==> src/rtl/uart_batch_receiver.sv <==
// rtl/uart_batch_receiver.sv - 16x oversampled 8N1 receiver that packs BATCH_SIZE bytes into one word
// First byte of a batch lands in the most significant slot.
module uart_batch_receiver #(
  parameter int DBITS         = 8,
  parameter int SB_TICK       = 16,
  parameter int BR_LIMIT      = 673,
  parameter int BR_BITS       = 10,
  parameter int BATCH_SIZE    = 4,
  parameter int TIMEOUT_TICKS = 320
) (
  input  logic                                 clk_100MHz,
  input  logic                                 reset,
  input  logic                                 rx,
  output logic [DBITS-1:0]                     byte_out,
  output logic                                 byte_valid,
  output logic [DBITS*BATCH_SIZE-1:0]          batch_out,
  output logic                                 batch_valid,
  output logic [$clog2(BATCH_SIZE+1)-1:0]      batch_count,
  output logic                                 frame_error,
  output logic                                 timeout,
  output logic                                 busy
);

  localparam int CW = $clog2(BATCH_SIZE+1);
  localparam int NW = (DBITS > 1) ? $clog2(DBITS) : 1;
  localparam int TW = $clog2(TIMEOUT_TICKS+1);
  localparam int SW = DBITS*(BATCH_SIZE-1);

  typedef enum logic [1:0] {IDLE, START, DATA, STOP} state_t;

  state_t                      state;
  logic                        rx_q1, rx_s;
  logic [BR_BITS-1:0]          br_cnt;
  logic                        tick;
  logic [3:0]                  s;
  logic [NW-1:0]               n;
  logic [DBITS-1:0]            shreg;
  logic [SW-1:0]               stage;
  logic [TW-1:0]               to_cnt;

  assign tick = (br_cnt == BR_BITS'(BR_LIMIT-1));
  assign busy = (state != IDLE);

  always_ff @(posedge clk_100MHz) begin
    if (!reset) begin
      state       <= IDLE;
      rx_q1       <= 1'b1;
      rx_s        <= 1'b1;
      br_cnt      <= '0;
      s           <= '0;
      n           <= '0;
      shreg       <= '0;
      stage       <= '0;
      to_cnt      <= '0;
      byte_out    <= '0;
      byte_valid  <= 1'b0;
      batch_out   <= '0;
      batch_valid <= 1'b0;
      batch_count <= '0;
      frame_error <= 1'b0;
      timeout     <= 1'b0;
    end else begin
      rx_q1       <= rx;
      rx_s        <= rx_q1;
      br_cnt      <= tick ? '0 : br_cnt + 1'b1;
      byte_valid  <= 1'b0;
      batch_valid <= 1'b0;
      frame_error <= 1'b0;
      timeout     <= 1'b0;

      case (state)
        IDLE: begin
          // A start edge always wins over the idle timeout on the same cycle.
          if (!rx_s) begin
            state  <= START;
            s      <= '0;
            to_cnt <= '0;
          end else if (batch_count != '0 && tick) begin
            if (to_cnt == TW'(TIMEOUT_TICKS-1)) begin
              timeout     <= 1'b1;
              batch_count <= '0;
              stage       <= '0;
              to_cnt      <= '0;
            end else begin
              to_cnt <= to_cnt + 1'b1;
            end
          end
        end

        START: begin
          if (tick) begin
            if (s == 4'd7) begin
              s <= '0;
              if (!rx_s) begin
                state <= DATA;
                n     <= '0;
              end else begin
                state <= IDLE;
              end
            end else begin
              s <= s + 1'b1;
            end
          end
        end

        DATA: begin
          if (tick) begin
            if (s == 4'd15) begin
              s     <= '0;
              shreg <= {rx_s, shreg[DBITS-1:1]};
              if (n == NW'(DBITS-1)) state <= STOP;
              else                   n     <= n + 1'b1;
            end else begin
              s <= s + 1'b1;
            end
          end
        end

        STOP: begin
          if (tick) begin
            if (s == 4'(SB_TICK-1)) begin
              state <= IDLE;
              s     <= '0;
              if (rx_s) begin
                byte_valid <= 1'b1;
                byte_out   <= shreg;
                to_cnt     <= '0;
                if (batch_count == CW'(BATCH_SIZE-1)) begin
                  batch_valid <= 1'b1;
                  batch_out   <= {stage, shreg};
                  stage       <= '0;
                  batch_count <= '0;
                end else begin
                  stage       <= {stage[SW-DBITS-1:0], shreg};
                  batch_count <= batch_count + 1'b1;
                end
              end else begin
                frame_error <= 1'b1;
              end
            end else begin
              s <= s + 1'b1;
            end
          end
        end

        default: state <= IDLE;
      endcase
    end
  end

endmodule

==> config.mk <==
export PLATFORM = sky130hd
export DESIGN_NAME = uart_batch_receiver
export DESIGN_NICKNAME = d
export VERILOG_FILES = /design/src/rtl/uart_batch_receiver.sv
export SDC_FILE = /design/constraint.sdc
export NUM_CORES = 1
export LEC_CHECK = 0
export ABC_CLOCK_PERIOD_IN_PS = 1900
export CAP_MARGIN = 20
export CORE_AREA = 3 3 99 101
export DETAILED_ROUTE_END_ITERATION = 16
export DIE_AREA = 0 0 102 104
export PLACE_DENSITY = 0.74
export SLEW_MARGIN = 20
export SYNTH_ARGS = -nofsm -noshare
export SYNTH_HDL_FRONTEND = slang
export SYNTH_SLANG_ARGS = --single-unit
export TNS_END_PERCENT = 100
==> constraint.sdc <==
create_clock -name clk_100MHz -period 1.9 [get_ports clk_100MHz]
set_input_delay 0.285 -clock clk_100MHz [delete_from_list [all_inputs] [get_ports clk_100MHz]]
set_output_delay 0.285 -clock clk_100MHz [all_outputs]
set_load 0.02 [all_outputs]
Word level (Yosys, flattened, before mapping)
Cells that the tools add are included.
{ "word_totals": {"wordCells": 116, "output_inout_bits": 48, "latch_bits": 0, "mem_bits_ro": 0, "reg_bits": 109, "memories": 0, "ramBits": 0} }
{ "op_classes": {"bitwise_logic": 1, "magnitude_cmp": 0, "multipliers": 0, "n_eq_ne": 25, "div_mod_pow": 0, "n_addsub": 5, "mux": 50, "shift": 0, "reduce_logical": 19} }
{ "op_table": {"columns": ["operator", "n"], "rows": [
  ["2-to-1 mux 24 bit", 7],
  ["2-to-1 mux 9 bit", 6],
  ["one-hot mux 24 bit (2 select lines)", 1],
  ["2-to-1 mux 3 bit", 13],
  ["inequality test 2 bit (second input constant)", 14],
  ["2-to-1 mux 4 bit", 5],
  ["2-to-1 mux 2 bit", 9],
  ["one-hot mux 9 bit (2 select lines)", 1],
  ["AND reduction 5 bit", 3],
  ["AND reduction 7 bit", 2],
  ["one-hot mux 3 bit (2 select lines)", 2],
  ["one-hot mux 4 bit (3 select lines)", 1],
  ["AND reduction 4 bit", 3],
  ["adder 10 x 1 -> 10 bit (second input constant)", 1],
  ["equality test 10 bit (second input constant)", 1],
  ["adder 9 x 1 -> 9 bit (second input constant)", 1],
  ["equality test 9 bit (second input constant)", 1],
  ["one-hot mux 2 bit (4 select lines)", 1],
  ["AND reduction 8 bit", 1],
  ["adder 3 x 1 -> 3 bit (second input constant)", 2],
  ["AND reduction 3 bit", 2],
  ["nonzero test 2 bit", 3],
  ["adder 4 x 1 -> 4 bit (second input constant)", 1],
  ["equality test 2 bit (second input constant)", 2],
  ["other kinds (13)", 17]
]} }

Depth between registers and ports, before layout
Gate-level depths: netlist of the first run.
{ "logic_depth": {"ltp_word": 6, "mapped_depth": 8, "mapped_depth_nobuf": 7} }

Worst setup path after synthesis of the first run
No wires, ideal clock.
{ "synth_timing": {"kind": "flip-flop to flip-flop", "startpoint": "register to_cnt[0]", "endpoint": "register to_cnt[3]", "setup_ns": 0.114, "slack_ns": 0.023, "arrival_ns": 1.763, "required_time_ns": 1.786, "period_less_slack_ns": 1.877, "path_stages_with_launch": 7, "path_cell_list": "dfxtp_1 > ha_1 > nand3_1 > or4_1 > and3_1 > a22o_1 > a21o_1"} }
{ "synth_between": {"elab_chain_len": 5, "elab_cells_between_ends": 6, "cone_classes": "1 x add/sub; 1 x eq/ne; 4 x mux"} }
{ "synth_rtl": {"columns": ["item", "line_no", "rtl"], "rows": [
  ["start, declared", "39", "logic [TW-1:0] to_cnt;"],
  ["start signal, assigned", "85", "to_cnt <= to_cnt + 1'b1;"],
  ["adder 9 x 1 -> 9 bit or equality test 9 bit (tied branches)", "85, 79", null],
  ["2-to-1 mux 9 bit *", "79", "if (to_cnt == TW'(TIMEOUT_TICKS-1)) begin"],
  ["2-to-1 mux 9 bit *", "78", "end else if (batch_count != '0 && tick) begin"],
  ["2-to-1 mux 9 bit *", "74", "if (!rx_s) begin"],
  ["one-hot mux 9 bit (2 select lines) *", "71", "case (state)"]
]} }
Every way passes the cells marked *; elsewhere a longest branch is shown, timed or not. The select of a mux whose other input is x is not followed.
A chain may end at the register's enable or synchronous reset.

Final worst setup path of the first run
{ "layout_timing": {"startpoint": "register s[1]", "endpoint": "register batch_out[18]"} }
{ "layout_between": {"elab_chain_len": 2} }
{ "layout_rtl": {"columns": ["item", "line_no", "rtl"], "rows": [
  ["start, declared", "35", "logic [3:0] s;"],
  ["start signal, assigned", "101", "s <= s + 1'b1;"],
  ["start signal, assigned", "114", "s <= s + 1'b1;"],
  ["start signal, assigned", "141", "s <= s + 1'b1;"],
  ["equality test 4 bit", "121", "if (s == 4'(SB_TICK-1)) begin"],
  ["AND reduction 5 bit (no line)", null, null],
  ["end signal, assigned", "130", "batch_out <= {stage, shreg};"],
  ["end, declared", "16", "output logic [DBITS*BATCH_SIZE-1:0] batch_out,"]
]} }
Every way passes these cells.

==> results.py, run 1 <==
metrics = {
    "grt": {
        "grt.total_usage": 0.198,
        "grt_max_degree": 65,
        "grt_first_pass_wirelength_mm": 17.3,
        "number_of_antenna_violations_at_the_first_check_in_global_routing": 0,
        "first_global_vias": 3669,
        "grt_remaining_overflow": 0,
    },
    "logic_synthesis": {
        "synth.avg_cell_area_sq_um": 8.35,
        "synth-warning-count": 0,
        "synth-edff-count": 0,
        "netlist-cell-type-count": 50,
        "ys_seq_area_frac": 0.489,
        "synthesis.area_sq_um": 4470,
        "ys_ff_latch": 109,
        "synth_flop_cell": "sky130_fd_sc_hd__dfxtp_1",
        "synth_async_sr_flop_share": 0,
        "synth_nets": 546,
        "netlist_instances": 535,
    },
    "clocking": {
        "cts.reportedPaths.clkPinSlew_ps": 100,
        "cts-buffers-inserted": 9,
        "clock_tree.htree_level_count": 3,
        "clock_latency_ps": 370,
        "cts.sink_count": 109,
        "clockBufferDepth": 2,
        "tritoncts": "yes",
        "post_cts_hold_buffer_count": 0,
        "ctsRootBufferMaster": "sky130_fd_sc_hd__clkbuf_8",
    },
    "detailed_routing": {
        "detail_route.wirelength_mm": 10.7,
        "routed_via_density": 5.55,
        "drt_first_iter_violations": 180,
        "vias": 3969,
        "routed_wire_length_per_instance_um": 14.9,
        "post-route-drc-count": 0,
        "antenna_left": 0,
        "drt_first_pass_iters": 5,
    },
    "timing": {
        "min_period_over_period": 0.957,
        "report.final.setup_viol": 0,
        "worstMarginPinSlew_ps": 408,
        "drv_slew": 0,
        "number_of_endpoints_with_negative_hold_slack_in_the_final_report": 0,
        "timing.clock.skew_ps": 12.4,
        "slew_headroom": 0.728,
        "fmax_ghz": 0.550,
        "finalWorstPathRequiredPeriod_ps": 1820,
        "whs_ps": 306,
    },
    "worst_setup_path": {
        "rr_startpoint": "s[1]",
        "critical_path.reg2reg.endpoint": "batch_out[18]",
        "setup.reg_to_reg.worst_slack_ps": 80,
        "worst-r2r-cell-count": 8,
        "timing.critical_path.arrival_ps": 2110,
        "path_class": "flip-flop to flip-flop",
        "timing.critical_path.fanout_max": 32,
        "crit_start": "s[1]",
        "endpoint_kind": "flip-flop",
        "startpoint_type": "flip-flop",
        "crit_path_required_time_ps": 2200,
    },
    "worst_hold_path": {
        "min_to": "rx_q1",
        "worst_hold_path.num_cells": 2,
        "holdCritPathClass": "input pin to flip-flop",
        "worst_hold_startpoint": "reset",
    },
    "status": {
        "status": "completed",
    },
    "die": {
        "initial_util": 0.490,
        "placement_rows": 35,
        "coreArea_sq_um": 9110,
        "design.portCount": 51,
        "floorplan.die.width_um": 102,
        "design.die.area_sq_um": 10600,
        "dieHeight_um": 104,
    },
    "power_and_ir_drop": {
        "combinationalPowerShare": 0.035,
        "power.switching_uw": 894,
        "power.share.clock": 0.353,
        "powerDensity_nw_per_um2": 671,
        "power.switching_fraction": 0.238,
        "seqPwrFrac": 0.612,
        "p_int_mw": 2.87,
        "ir_worst_vdd_v": 0.000429,
        "power_leakage_nw": 2.04,
    },
    "flow_run": {
        "max_cap_viol_count": 0,
    },
    "layout": {
        "multi_input_comb_area_sq_um": 2130,
        "fin_cells": 715,
        "drive_above_1_share": 0.119,
        "num_antenna_cells": 0,
        "final.fill_count": 784,
        "regArea_sq_um": 2190,
        "postLayoutCoreUtil": 0.615,
        "fin_nets": 610,
        "area_growth_pct": 25.5,
    },
    "placed_design": {
        "dp_cells": 693,
        "detailedPlacementHpwl_mm": 6.88,
        "placement.io_buffers": 50,
        "gp_congestion": 0.877,
    },
}
per-layer routing:
metal  vias to the layer above  track usage  share of wire
met5                         -            0              0
met4                         0       0.0637          0.011
met3                        11       0.0389          0.044
met2                        97        0.315           0.47
met1                      1862        0.269           0.47
li1                       1999            -              -
power by group through the flow:
stage	Clock [mW]	Combinational (mW)	Sequential, mW
2_1_floorplan	0	0.0850	2.35
3_3_place_gp	0	0.128	2.35
3_5_place_dp	0	0.132	2.35
4_1_cts	1.36	0.132	2.30
5_1_grt	1.42	0.147	2.30
6_report	1.33	0.133	2.30
worst max path at each step:
stage,slack [ps],cells past startpoint,end
floorplan,20,6,to_cnt[3]
global placement,80,5,s[3]
detailed placement,20,6,byte_out[2]
CTS,2,6,byte_out[2]
global route,-30,8,batch_out[21]
finish,80,8,batch_out[18]
sequential cells by signal, summed over array words and instances, names as in the netlist, named ones only:
register and cells:
to_cnt 9, stage 24, shreg 8, batch_out 32, s 4, rx_s 1
byte_out 8, br_cnt 10, n 3, state 1, frame_error 1, timeout 1
byte_valid 1, rx_q1 1, batch_valid 1, batch_count 3
layout make-up:
class	count	share of cell area
repair buffers	90	0.165
inverters	11	0.00737
clock buffers	11	0.0252
clock inverters	5	0.00714
flip-flops and latches	109	0.390
multi-input cells	378	0.380
well taps	111	0.0248
worst max-delay path, stage by stage (launching register included):
cell and delay [ps]:
sky130_fd_sc_hd__dfxtp_1 360, sky130_fd_sc_hd__ha_1 180, sky130_fd_sc_hd__and4_4 270, sky130_fd_sc_hd__nand3_2 160
sky130_fd_sc_hd__nor3_4 280, sky130_fd_sc_hd__buf_12 150, sky130_fd_sc_hd__clkbuf_16 190, sky130_fd_sc_hd__nand3_1 80
sky130_fd_sc_hd__o21ai_0 80
through the flow:
step	setup WS [ps]	cell area [sq um]	TNS [ps]	power, mW
floorplan	23.2	4470	0	2.44
global placement	80.0	5260	0	2.48
detailed placement	17.4	5260	0	2.48
CTS	1.86	5440	0	3.79
global route	-29.3	5600	-360	3.87
finish	82.4	5600	0	3.76
kinds of logic after synthesis:
family                     count (synthesis)  synth area share
and+or+nand+nor                          245             0.266
DFF                                      109             0.489
AOI/OAI and AO/OA                        107             0.140
buffers and inverters                     48            0.0457
xor gates and xnor gates                   9            0.0176
muxes                                      9            0.0202
adders and majority gates                  8            0.0224
cells in the final DEF, fill, tap and decap left out, types with 2 or more instances in the layout:
cell	n
sky130_fd_sc_hd__dfxtp_1	105
sky130_fd_sc_hd__nand2_1	85
sky130_fd_sc_hd__nand3_1	79
sky130_fd_sc_hd__o21ai_0	72
sky130_fd_sc_hd__clkdlybuf4s50_1	48
sky130_fd_sc_hd__buf_4	32
sky130_fd_sc_hd__nor2_1	30
sky130_fd_sc_hd__inv_1	11
sky130_fd_sc_hd__a21oi_1	11
sky130_fd_sc_hd__clkbuf_8	10
sky130_fd_sc_hd__mux2i_1	9
sky130_fd_sc_hd__nand2b_1	7
sky130_fd_sc_hd__nor4_1	7
sky130_fd_sc_hd__ha_1	7
sky130_fd_sc_hd__nand4_1	6
sky130_fd_sc_hd__xnor2_1	6
sky130_fd_sc_hd__buf_12	6
sky130_fd_sc_hd__and3_1	5
sky130_fd_sc_hd__nor3_1	5
sky130_fd_sc_hd__dfxtp_2	4
sky130_fd_sc_hd__xor2_1	3
sky130_fd_sc_hd__a311oi_1	3
sky130_fd_sc_hd__nand4b_1	3
sky130_fd_sc_hd__o31ai_1	3
sky130_fd_sc_hd__a22o_1	3
sky130_fd_sc_hd__inv_6	3
sky130_fd_sc_hd__clkbuf_16	3
sky130_fd_sc_hd__nor3_4	2
sky130_fd_sc_hd__a31oi_1	2
sky130_fd_sc_hd__nand3b_1	2
sky130_fd_sc_hd__or4_1	2
sky130_fd_sc_hd__a21o_1	2
cell usage after synthesis (8+ instances only):
library cell | n | area (sq um)
sky130_fd_sc_hd__dfxtp_1 | 109 | 2180
sky130_fd_sc_hd__nand2_1 | 85 | 319
sky130_fd_sc_hd__nand3_1 | 80 | 400
sky130_fd_sc_hd__o21ai_0 | 72 | 360
sky130_fd_sc_hd__nor2_1 | 30 | 113
sky130_fd_sc_hd__clkbuf_1 | 22 | 82.6
sky130_fd_sc_hd__buf_2 | 13 | 65.1
sky130_fd_sc_hd__a21oi_1 | 11 | 55.1
sky130_fd_sc_hd__inv_1 | 11 | 41.3
sky130_fd_sc_hd__mux2i_1 | 9 | 90.1
sky130_fd_sc_hd__ha_1 | 8 | 100
repair_timing:
item,CTS,global route
endpoints found under the setup margin,1,79
buffers inserted,0,3
resized for setup,2,12
gates cloned,0,3
pin swaps,0,4
No activity file was read; power rests on OpenSTA's default activity.
==> inputs of run 2 (changes only) <==
ABC_CLOCK_PERIOD_IN_PS = 1500   (was 1900)
clock period = 1.5 ns   (was 1.9 ns; I/O delays follow)
==> run 2 against run 1 <==
  * The run now ends with negative setup slack left
  * Worst setup slack got worse by 450 ps
  * Core utilization increased by 11 points
  * Critical path depth increased by 1
  * Global-route usage increased by 2.8 points
  * Clock skew increased by 1.1 ps
  * Critical path type unchanged
==> results.py, run 2 (synthesized netlist as in run 1, its figures left out) <==
metrics = {
    "worst_setup_path": {
        "startpoint_type": "flip-flop",
        "timing.critical_path.fanout_max": 6,
        "crit_buf_inv": 3,
        "timing.critical_path.slowest_cell_delay_ps": 340,
        "path_class": "flip-flop to flip-flop",
        "cpLargestDelayFamily": "simple AND/OR/NAND/NOR gates",
        "timing.critical_path.arrival_ps": 2200,
        "timing.critical_path.cells": "inv_1, ha_1, nand2b_1, nand4_1, a211oi_4, buf_6, clkbuf_16, nand3_2, o21ai_1",
        "crit_path_required_time_ps": 1830,
        "endpoint_kind": "flip-flop",
        "timing.critical_path.slowest_stage_cell": "sky130_fd_sc_hd__dfxtp_2",
    },
    "layout": {
        "largest_register_ffs": 32,
        "area_growth_pct": 47.0,
        "reg_top3": "batch_out: 32 flops, stage: 24 flops, br_cnt: 10 flops",
        "multi_input_comb_area_sq_um": 2540,
        "final.fill_count": 657,
        "fin_nets": 663,
        "mostFrequentLayoutCells": "sky130_fd_sc_hd__dfxtp_1, sky130_fd_sc_hd__nand2_1, sky130_fd_sc_hd__buf_4",
        "regArea_sq_um": 2200,
        "top_register": "batch_out",
        "final_common_cell": "sky130_fd_sc_hd__dfxtp_1",
        "num_antenna_cells": 0,
        "drive_above_1_share": 0.306,
    },
    "placed_design": {
        "placement.io_buffers": 50,
        "gp_congestion": 0.800,
        "placement.setup.worst_slack_ps": -315,
        "detailedPlacementHpwl_mm": 7.19,
    },
    "timing": {
        "report.final.setup_viol": 97,
        "worstMarginPinSlew_ps": 451,
        "finalWorstPathRequiredPeriod_ps": 1870,
        "slew_headroom": 0.699,
        "number_of_endpoints_with_negative_hold_slack_in_the_final_report": 0,
        "rsz0062_at_grt": "true",
        "drv_slew": 0,
        "timing.clock.skew_ps": 13.5,
        "fmax_ghz": 0.535,
        "min_period_over_period": 1.25,
        "whs_ps": 199,
        "setup_slack_ps": -369,
    },
    "clocking": {
        "cts.reportedPaths.clkPinSlew_ps": 120,
        "clockBufferDepth": 2,
        "clock_tree.htree_level_count": 3,
        "cts-buffers-inserted": 9,
        "post_cts_hold_buffer_count": 0,
        "ctsRootBufferMaster": "sky130_fd_sc_hd__clkbuf_8",
        "clock_latency_ps": 390,
        "tritoncts": "yes",
        "cts.sink_count": 109,
    },
    "detailed_routing": {
        "routed_wire_length_per_instance_um": 16.7,
        "drt_first_pass_iters": 6,
        "routed_via_density": 5.72,
        "vias": 4391,
        "detail_route.wirelength_mm": 12.8,
        "drt_first_iter_violations": 274,
        "post-route-drc-count": 0,
        "antenna_left": 0,
    },
    "grt": {
        "first_global_vias": 4063,
        "grt.total_usage": 0.226,
        "grt_first_pass_wirelength_mm": 19.4,
        "grt_max_degree": 91,
        "grt_remaining_overflow": 0,
        "number_of_antenna_violations_at_the_first_check_in_global_routing": 0,
    },
    "power_and_ir_drop": {
        "powerDensity_nw_per_um2": 754,
        "ir_worst_vdd_v": 0.000606,
        "power_leakage_nw": 2.71,
    },
    "flow_run": {
        "max_cap_viol_count": 0,
    },
    "die": {
        "placement_rows": 35,
        "design.portCount": 51,
        "initial_util": 0.490,
        "floorplan.die.width_um": 102,
        "dieHeight_um": 104,
        "coreArea_sq_um": 9110,
        "design.die.area_sq_um": 10600,
    },
    "status": {
        "status": "finished, violations left",
        "failing_checks": "negative setup slack",
    },
    "worst_hold_path": {
        "holdCritPathClass": "input pin to flip-flop",
    },
}
## run 2: layout make-up
cell class / instances / area share
Clock buffer: 9 / 0.0189
Clock inverter: 7 / 0.0116
Inverter: 11 / 0.00629
Multi-Input combinational cell: 378 / 0.386
Sequential cell: 109 / 0.336
Tap cell: 111 / 0.0212
Timing Repair Buffer: 143 / 0.220
## run 2: worst min-delay path, cell delays in order
cell	delay [ps]
sky130_fd_sc_hd__buf_4	180
sky130_fd_sc_hd__nand2_8	90
sky130_fd_sc_hd__nor4_4	50
## run 2: final timing paths
check	from	to	slack [ps]	cells past startpoint
setup / recovery	batch_count[0]	stage[7]	-370	9
hold / removal	reset	frame_error	200	3
hold reg to reg	rx_q1	rx_s	430	1
setup reg to reg	batch_count[0]	stage[7]	-370	9
## run 2: layer usage
layer | wire (um) | global-route usage | vias up
met3 | 634 | 0.0396 | 27
met5 | 0 | 0 | -
met2 | 6380 | 0.367 | 154
met1 | 5540 | 0.294 | 2087
met4 | 251 | 0.0947 | 0
li1 | - | - | 2123
## run 2: power breakdown
part / internal [mW] / switching [mW] / total [mW]
Clock: 0.664 / 1.14 / 1.81
Combinational: 0.0857 / 0.143 / 0.229
Sequential: 2.90 / 0.00952 / 2.91
Total: 3.65 / 1.30 / 4.95
## run 2: repair_timing
action                                  CTS  global route
buffers inserted                         14             6
gates resized for setup                 118            72
endpoints found under the setup margin  154           108
gates cloned                              5             3
pin swaps                                27            20
## run 2: through the flow
step           setup TNS, ps  utilization  power, mW  cells  instance area [sq um]
6_report              -20860        0.721       4.95    768                   6570
3_3_place_gp          -21050        0.623       3.16    729                   5670
5_1_grt               -32320        0.721       5.10    768                   6570
3_5_place_dp          -20900        0.623       3.17    729                   5670
4_1_cts               -17210        0.687       4.95    761                   6250
2_1_floorplan         -13950            -       3.09    535                   4680
